--- src/rtl/arith_pkg.sv ---
// Shared arithmetic-library definitions: sequencer state encoding and default operand width.
package arith_pkg;

    localparam int ARITH_DEFAULT_WIDTH = 8;

    typedef enum logic [1:0] {
        IDLE = 2'd0,
        RUN  = 2'd1,
        DONE = 2'd2
    } arith_state_t;

endpackage

--- src/rtl/Half_Adder.sv ---
// One-bit half adder: the leaf cell of the arithmetic library.
module Half_Adder (
    input  logic a,
    input  logic b,
    output logic sum,
    output logic carry
);

    assign sum   = a ^ b;
    assign carry = a & b;

endmodule

--- src/rtl/serial_full_adder_cell.sv ---
// Combinational one-bit full adder built from two half adders and an OR on their carries.
module serial_full_adder_cell (
    input  logic a,
    input  logic b,
    input  logic cin,
    output logic sum,
    output logic cout
);

    logic ha0_sum;
    logic ha0_carry;
    logic ha1_carry;

    Half_Adder u_ha0 (
        .a     (a),
        .b     (b),
        .sum   (ha0_sum),
        .carry (ha0_carry)
    );

    Half_Adder u_ha1 (
        .a     (ha0_sum),
        .b     (cin),
        .sum   (sum),
        .carry (ha1_carry)
    );

    // The two half-adder carries can never both be set, so OR is exact.
    assign cout = ha0_carry | ha1_carry;

endmodule

--- src/rtl/serial_adder_controller.sv ---
// Bit-serial adder: one full-adder cell sequenced LSB first over DATA_WIDTH cycles, start/done handshake.
// Optional carry seed input enabled by defining SERIAL_ADDER_CARRY_IN_EN.
module serial_adder_controller
    import arith_pkg::*;
#(
    parameter int DATA_WIDTH = ARITH_DEFAULT_WIDTH
) (
    input  logic                  Clock_In,
    input  logic                  Reset_In,
    input  logic                  Start_In,
    input  logic [DATA_WIDTH-1:0] Data_A_In,
    input  logic [DATA_WIDTH-1:0] Data_B_In,
`ifdef SERIAL_ADDER_CARRY_IN_EN
    input  logic                  Carry_In,
`endif
    output logic                  Busy_Out,
    output logic                  Done_Out,
    output logic [DATA_WIDTH-1:0] Sum_Out,
    output logic                  Carry_Out
);

    localparam int CNT_W = $clog2(DATA_WIDTH + 1);
    localparam logic [CNT_W-1:0] LAST_CNT = CNT_W'(DATA_WIDTH - 1);

    arith_state_t state_reg;
    arith_state_t state_next;

    logic [DATA_WIDTH-1:0] a_reg;
    logic [DATA_WIDTH-1:0] b_reg;
    logic [DATA_WIDTH-1:0] res_reg;
    logic [DATA_WIDTH-1:0] res_next;
    logic [DATA_WIDTH-1:0] sum_reg;
    logic [CNT_W-1:0]      cnt_reg;
    logic                  carry_reg;
    logic                  cout_reg;

    logic start_accept;
    logic last_bit;
    logic carry_seed;
    logic cell_sum;
    logic cell_cout;

`ifdef SERIAL_ADDER_CARRY_IN_EN
    assign carry_seed = Carry_In;
`else
    assign carry_seed = 1'b0;
`endif

    // Starts are honoured in IDLE and DONE; DONE allows back-to-back operation.
    assign start_accept = Start_In && (state_reg != RUN);
    assign last_bit     = (state_reg == RUN) && (cnt_reg == LAST_CNT);

    serial_full_adder_cell u_cell (
        .a    (a_reg[0]),
        .b    (b_reg[0]),
        .cin  (carry_reg),
        .sum  (cell_sum),
        .cout (cell_cout)
    );

    always_comb begin
        res_next                 = res_reg >> 1;
        res_next[DATA_WIDTH-1]   = cell_sum;
    end

    always_ff @(posedge Clock_In) begin
        if (Reset_In) begin
            state_reg <= IDLE;
        end else begin
            state_reg <= state_next;
        end
    end

    always_comb begin
        state_next = state_reg;
        case (state_reg)
            IDLE:    if (Start_In) state_next = RUN;
            RUN:     if (last_bit) state_next = DONE;
            DONE:    state_next = Start_In ? RUN : IDLE;
            default: state_next = IDLE;
        endcase
    end

    always_comb begin
        Busy_Out = (state_reg == RUN);
        Done_Out = (state_reg == DONE);
    end

    always_ff @(posedge Clock_In) begin
        if (Reset_In) begin
            a_reg     <= '0;
            b_reg     <= '0;
            res_reg   <= '0;
            sum_reg   <= '0;
            cnt_reg   <= '0;
            carry_reg <= 1'b0;
            cout_reg  <= 1'b0;
        end else if (start_accept) begin
            a_reg     <= Data_A_In;
            b_reg     <= Data_B_In;
            res_reg   <= '0;
            cnt_reg   <= '0;
            carry_reg <= carry_seed;
        end else if (state_reg == RUN) begin
            a_reg     <= a_reg >> 1;
            b_reg     <= b_reg >> 1;
            res_reg   <= res_next;
            carry_reg <= cell_cout;
            cnt_reg   <= cnt_reg + CNT_W'(1);
            // The final bit is folded in directly so the result lands on the RUN->DONE edge.
            if (last_bit) begin
                sum_reg  <= res_next;
                cout_reg <= cell_cout;
            end
        end
    end

    assign Sum_Out   = sum_reg;
    assign Carry_Out = cout_reg;

endmodule

--- config.mk ---
export PLATFORM = sky130hd
export DESIGN_NAME = serial_adder_controller
export DESIGN_NICKNAME = d
export VERILOG_FILES = /design/src/rtl/arith_pkg.sv /design/src/rtl/Half_Adder.sv /design/src/rtl/serial_full_adder_cell.sv /design/src/rtl/serial_adder_controller.sv
export SDC_FILE = /design/constraint.sdc
export NUM_CORES = 1
export LEC_CHECK = 0
export ABC_AREA = 1
export ABC_CLOCK_PERIOD_IN_PS = 1100
export CAP_MARGIN = 20
export CORE_MARGIN = 3
export CORE_UTILIZATION = 25
export DETAILED_ROUTE_END_ITERATION = 16
export DONT_BUFFER_PORTS = 1
export SYNTH_ARGS = -nofsm -noshare
export SYNTH_HDL_FRONTEND = slang
export SYNTH_SLANG_ARGS = --single-unit
--- constraint.sdc ---
create_clock -name Clock_In -period 1.1 [get_ports Clock_In]
set_input_delay 0.275 -clock Clock_In [delete_from_list [all_inputs] [get_ports Clock_In]]
set_output_delay 0.275 -clock Clock_In [all_outputs]
set_load 0.01 [all_outputs]
Word level (Yosys, flattened, before mapping)
Index checks and enable logic that the tools add are counted.

storage, ports and cells
  input port bits = 19
  register bits after elaboration = 40

cells by class
  bitwise logic cells = 6
  reduce and logical (&&, ||, !) cells = 7
  muxes and demuxes = 8
  equal/unequal tests = 6
  add/subtract/negate cells = 1

operators with widths
  operator                                        number
  2-to-1 mux 8 bit                                4
  one-hot mux 2 bit (3 select lines)              1
  adder 4 x 1 -> 4 bit (second input constant)    1
  == test 4 x 3 -> 1 bit (second input constant)  1
  2-to-1 mux 2 bit                                2
  != test 2 x 1 -> 1 bit (second input constant)  2
  AND reduction 3 bit                             1
  bitwise AND 1 bit                               2
  == test 2 x 1 -> 1 bit (second input constant)  1
  == test 2 bit (second input constant)           1
  logical AND 1 bit                               2
  zero test 2 bit                                 1
  != test 2 bit (second input constant)           1
  AND reduction 2 bit                             1
  nonzero test 2 bit                              1
  OR reduction 2 bit                              1
  bitwise XOR 1 bit                               2
  2-to-1 mux 1 bit                                1
  inverter 1 bit                                  1
  bitwise OR 1 bit                                1

Longest topological paths before layout
  word-level depth = 4
  gate-level depth with buffers = 7

By module
From an unflattened synthesis, not the netlist that was laid out.

second synthesis, totals
  cell total of the unflattened synthesis = 255
  area total of the unflattened synthesis = 1818.0 µm²

modules (own cells, without submodules)
  module                   area an instance (µm²)  sequential area each (µm²)  times used  cells an instance
  serial_adder_controller  1781.7                  780.7                       1           250
  Half_Adder               12.5                    0.0                         2           1
  serial_full_adder_cell   11.3                    0.0                         1           3

Worst setup path after synthesis
OpenSTA, ideal clock, no wires.

  path type = register -> register
  start = register cnt_reg[0]
  end = register cout_reg, in the netlist Carry_Out
  setup slack = -0.062 ns
  path buffers = 0
  cell stages (with the launch flop) = 8
  setup time = 0.065 ns
  period minus slack after synthesis = 1.162 ns
  data arrival time = 1.097 ns
  cells stage by stage = dfxtp_1 -> ha_1 -> nand2_1 -> nor2_4 -> nand2_2 -> nand2_1 -> nand2_1 -> nor2_1

on the way
  word-level cells in the longest chain between the ends = 3

RTL lines
  what                                  RTL line                        RTL
  start, declared                       serial_adder_controller.sv:33   logic [CNT_W-1:0] cnt_reg;
  start signal, assigned                serial_adder_controller.sv:109  cnt_reg <= cnt_reg + CNT_W'(1);
  == test 4 x 3 -> 1 bit                serial_adder_controller.sv:51   assign last_bit = (state_reg == RUN) && (cnt_reg == LAST_CNT);
  logical AND 1 bit                     serial_adder_controller.sv:51
  AND reduction 3 bit (no source line)  -
  end signal, assigned                  serial_adder_controller.sv:113  cout_reg <= cell_cout;
  end, declared                         serial_adder_controller.sv:35   logic cout_reg;

Every way passes these cells.
A chain may end at the register's enable or synchronous reset.

Worst setup path after layout
  start = register state_reg[1]
  end = output port Busy_Out

on the way
  word-level cells in the longest chain between the ends = 1

RTL lines
  what                    RTL line                       RTL
  start, declared         serial_adder_controller.sv:25  arith_state_t state_reg;
  start signal, assigned  serial_adder_controller.sv:70  state_reg <= state_next;
  == test 2 x 1 -> 1 bit  serial_adder_controller.sv:85  Busy_Out = (state_reg == RUN);
  end, declared           serial_adder_controller.sv:16  output logic Busy_Out,

Every way passes these cells.

==> results.yml <==
run_status:
  status: "finished, violations left"
  violations: "negative setup slack"
clock_tree:
  cts_tree: "built"
  clk_transition_reported_paths_ns: 0.08
  clock_latency_ns: 0.29
  cts_sinks: 39
  cts_made_buffers: 5
  cts_root_buf: "clkbuf_8"
  cts_buffer_depth: 2
  ctsHtreeMaxLevel: 2
floorplanning:
  die_area_mm2: 0.00819
  fp.dieW_um: 90.5
  row_count: 30
  fp.coreArea_mm2: 0.00687
  boundaryPins: 30
  start_util: 0.260
  die_y_um: 90.5
cells_and_area:
  final_area_mm2: 0.00272
  areaGrowthSynthToFinish_pct: 52.2
  drive_above_1_share: 0.370
  insertedDiodeCount: 0
  nets: 301
synth:
  synth-seq-cells: 39
  synth_top_area_cell: "dfxtp_1"
  ys_top_cells_by_area: "dfxtp_1, nand2_1, nand3_1"
  synthFlopType: "dfxtp_1"
  synth_nets: 272
  async_flop_share: 0
  synth_edf_count: 0
  syn_inst: 251
  netlist.area_leader.share: 0.437
  synth.distinct_cells: 19
  ys_seq_area_frac: 0.437
  yosysWarnings: 0
  syn-cell-area_mm2: 0.00179
  avgSynthCellArea_um2: 7.11
worst_setup_path:
  crit_path_frequent_cell: "buf_6"
  end_kind: "primary output"
  cp.arrival_ns: 0.96
  cp.required_ns: 0.82
  max_stage_delay_ns: 0.33
  critPathMaxFanout: 2
  worst_path_max_delay_cell: "dfxtp_2"
  worstSetupPathType: "flip-flop to primary output"
  cp_cell_sequence: "buf_6 -> nor2_4 -> buf_6"
  start_kind: "flip-flop"
global_route:
  grt_pass1_wl_um: 7330
  grt_pass1_vias: 1514
  grt.total_usage: 0.110
  grt_start_max_net_pins: 20
  antenna_found_initial: 0
  gr-total-overflow: 0
placement:
  dp_hpwl_um: 2840
  finalWeightedCongestion: 0.771
  dpl_cell_area_mm2: 0.00199
  port_buffers: 0
worst_hold_path:
  hold_class: "input port to flip-flop"
flow_run:
  cap_viol_max_count: 0
route:
  drcViolationCount: 0
  detail-route-antenna-nets: 0
  finalWirelength_um: 5010
  wl_per_cell_um: 13.3
  drt_iter0_markers: 40
  vias: 1671
  dr.pass1.iters: 4
  via_per_inst: 4.43
power_and_ir_drop:
  p_leak_uw: 0.00129
  p_total_uw: 3500
  vdd_drop_max_mv: 0.633
  power_density_mw_per_mm2: 1290
sta:
  hold_violations: 0
  finClkSkew_ns: 0.00814
  grt_setup_unrepaired: "true"
  fin_crit_sh: 1.13
  relSlewSlack: 0.860
  tightest_slew_ns: 0.210
  period_minus_slack_ns: 1.24
  fin_setup_tns_ns: -3.13
  fin_ws_ns: -0.139
  setup_viol_count_final: 33
  drv_slew: 0
  fmax_ghz: 0.807
-- synthesized netlist by cell type, drive strengths merged, types with 2 or more instances --
library cell  count
inv              27
buf              11
a21oi            12
clkbuf            2
nand3b            8
nand3            44
dfxtp            39
nor2             22
nand2            82
-- logic make-up (layout without fill, tap and decap cells) --
logic type / Yosys count / count (layout) / share of synthesized area
AOI/OAI and AO/OA: 13 / 13 / 0.0463
xor gates and xnor gates: 1 / 1 / 0.00491
adders and majority gates: 2 / 2 / 0.0182
buffers and inverters: 40 / 70 / 0.107
DFF: 39 / 39 / 0.437
and+or+nand+nor: 156 / 156 / 0.387
-- per-stage QoR --
stage | util | setup slack (ns) | hold slack [ns] | std cells
2_1_floorplan | - | -0.0495 | 0.344 | 251
3_3_place_gp | 0.290 | -0.138 | 0.350 | 353
3_5_place_dp | 0.290 | -0.170 | 0.353 | 353
4_1_cts | 0.336 | -0.131 | 0.0326 | 369
5_1_grt | 0.396 | -0.180 | 0.0174 | 377
6_report | 0.396 | -0.139 | 0.0409 | 377
-- layout make-up --
type                       count  area (um^2)
clock buffer                   6         82.6
inverter                      27          104
tap                           96          120
timing repair buffer          35          477
multi-input combinational    172         1110
fill                         682         4150
clock inverter                 2         35.0
sequential                    39          790
-- final timing paths --
| check | slack [ns] | end | from | cells past startpoint |
|---|---|---|---|---|
| setup / recovery | -0.14 | Busy_Out | state_reg[1]$_SDFFE_PP0P_ | 3 |
| hold / removal | 0.04 | b_reg[7]$_SDFFE_PP0P_ | Reset_In | 1 |
| hold reg to reg | 0.46 | b_reg[2]$_SDFFE_PP0P_ | b_reg[3]$_SDFFE_PP0P_ | 2 |
| setup reg to reg | -0.13 | a_reg[5]$_SDFFE_PP0P_ | state_reg[1]$_SDFFE_PP0P_ | 9 |
-- where the power goes --
part / internal (uW) / switching (uW) / leakage (uW)
combinational: 390 / 349 / 0.000907
sequential: 1460 / 46.1 / 0.000319
clock: 734 / 518 / 0.0000612
-- routing by layer --
layer	up-vias	global-route usage	routed length, um
met4	0	0.0383	85
met1	782	0.143	2270
met5	-	0	0
met2	33	0.169	2430
met3	8	0.0383	219
li1	848	-	-
-- layout by cell type (no fill, tap or decap), types with 2 or more instances in the layout --
| master | count |
|---|---|
| nand2_4 | 13 |
| buf_16 | 2 |
| nand2_1 | 62 |
| nand3_4 | 2 |
| nor2_4 | 5 |
| nor2_2 | 2 |
| nand3_1 | 31 |
| nand2_2 | 5 |
| inv_2 | 2 |
| nand3_2 | 11 |
| nand2_8 | 2 |
| nor2_1 | 15 |
| buf_4 | 15 |
| nand3b_1 | 8 |
| clkbuf_16 | 3 |
| buf_12 | 7 |
| inv_1 | 24 |
| clkbuf_8 | 6 |
| a21oi_2 | 11 |
| buf_6 | 7 |
| dfxtp_2 | 4 |
| dfxtp_1 | 34 |
-- timing repair --
| action | 4_1_cts | 5_1_grt |
|---|---|---|
| setup endpoints to repair | 35 | 41 |
| buffers inserted | 6 | 5 |
| hold buffers | 0 | 0 |
| gates resized for setup | 22 | 68 |
| gates cloned | 2 | 3 |
| pin swaps | 7 | 28 |
-- critical path, delay by kind of cell (launching register included) --
family	cells	cell delay, ns
flops	1	0.33
buf+inv	2	0.23
simple gates	1	0.11
Power figures use the tool's default switching activity.
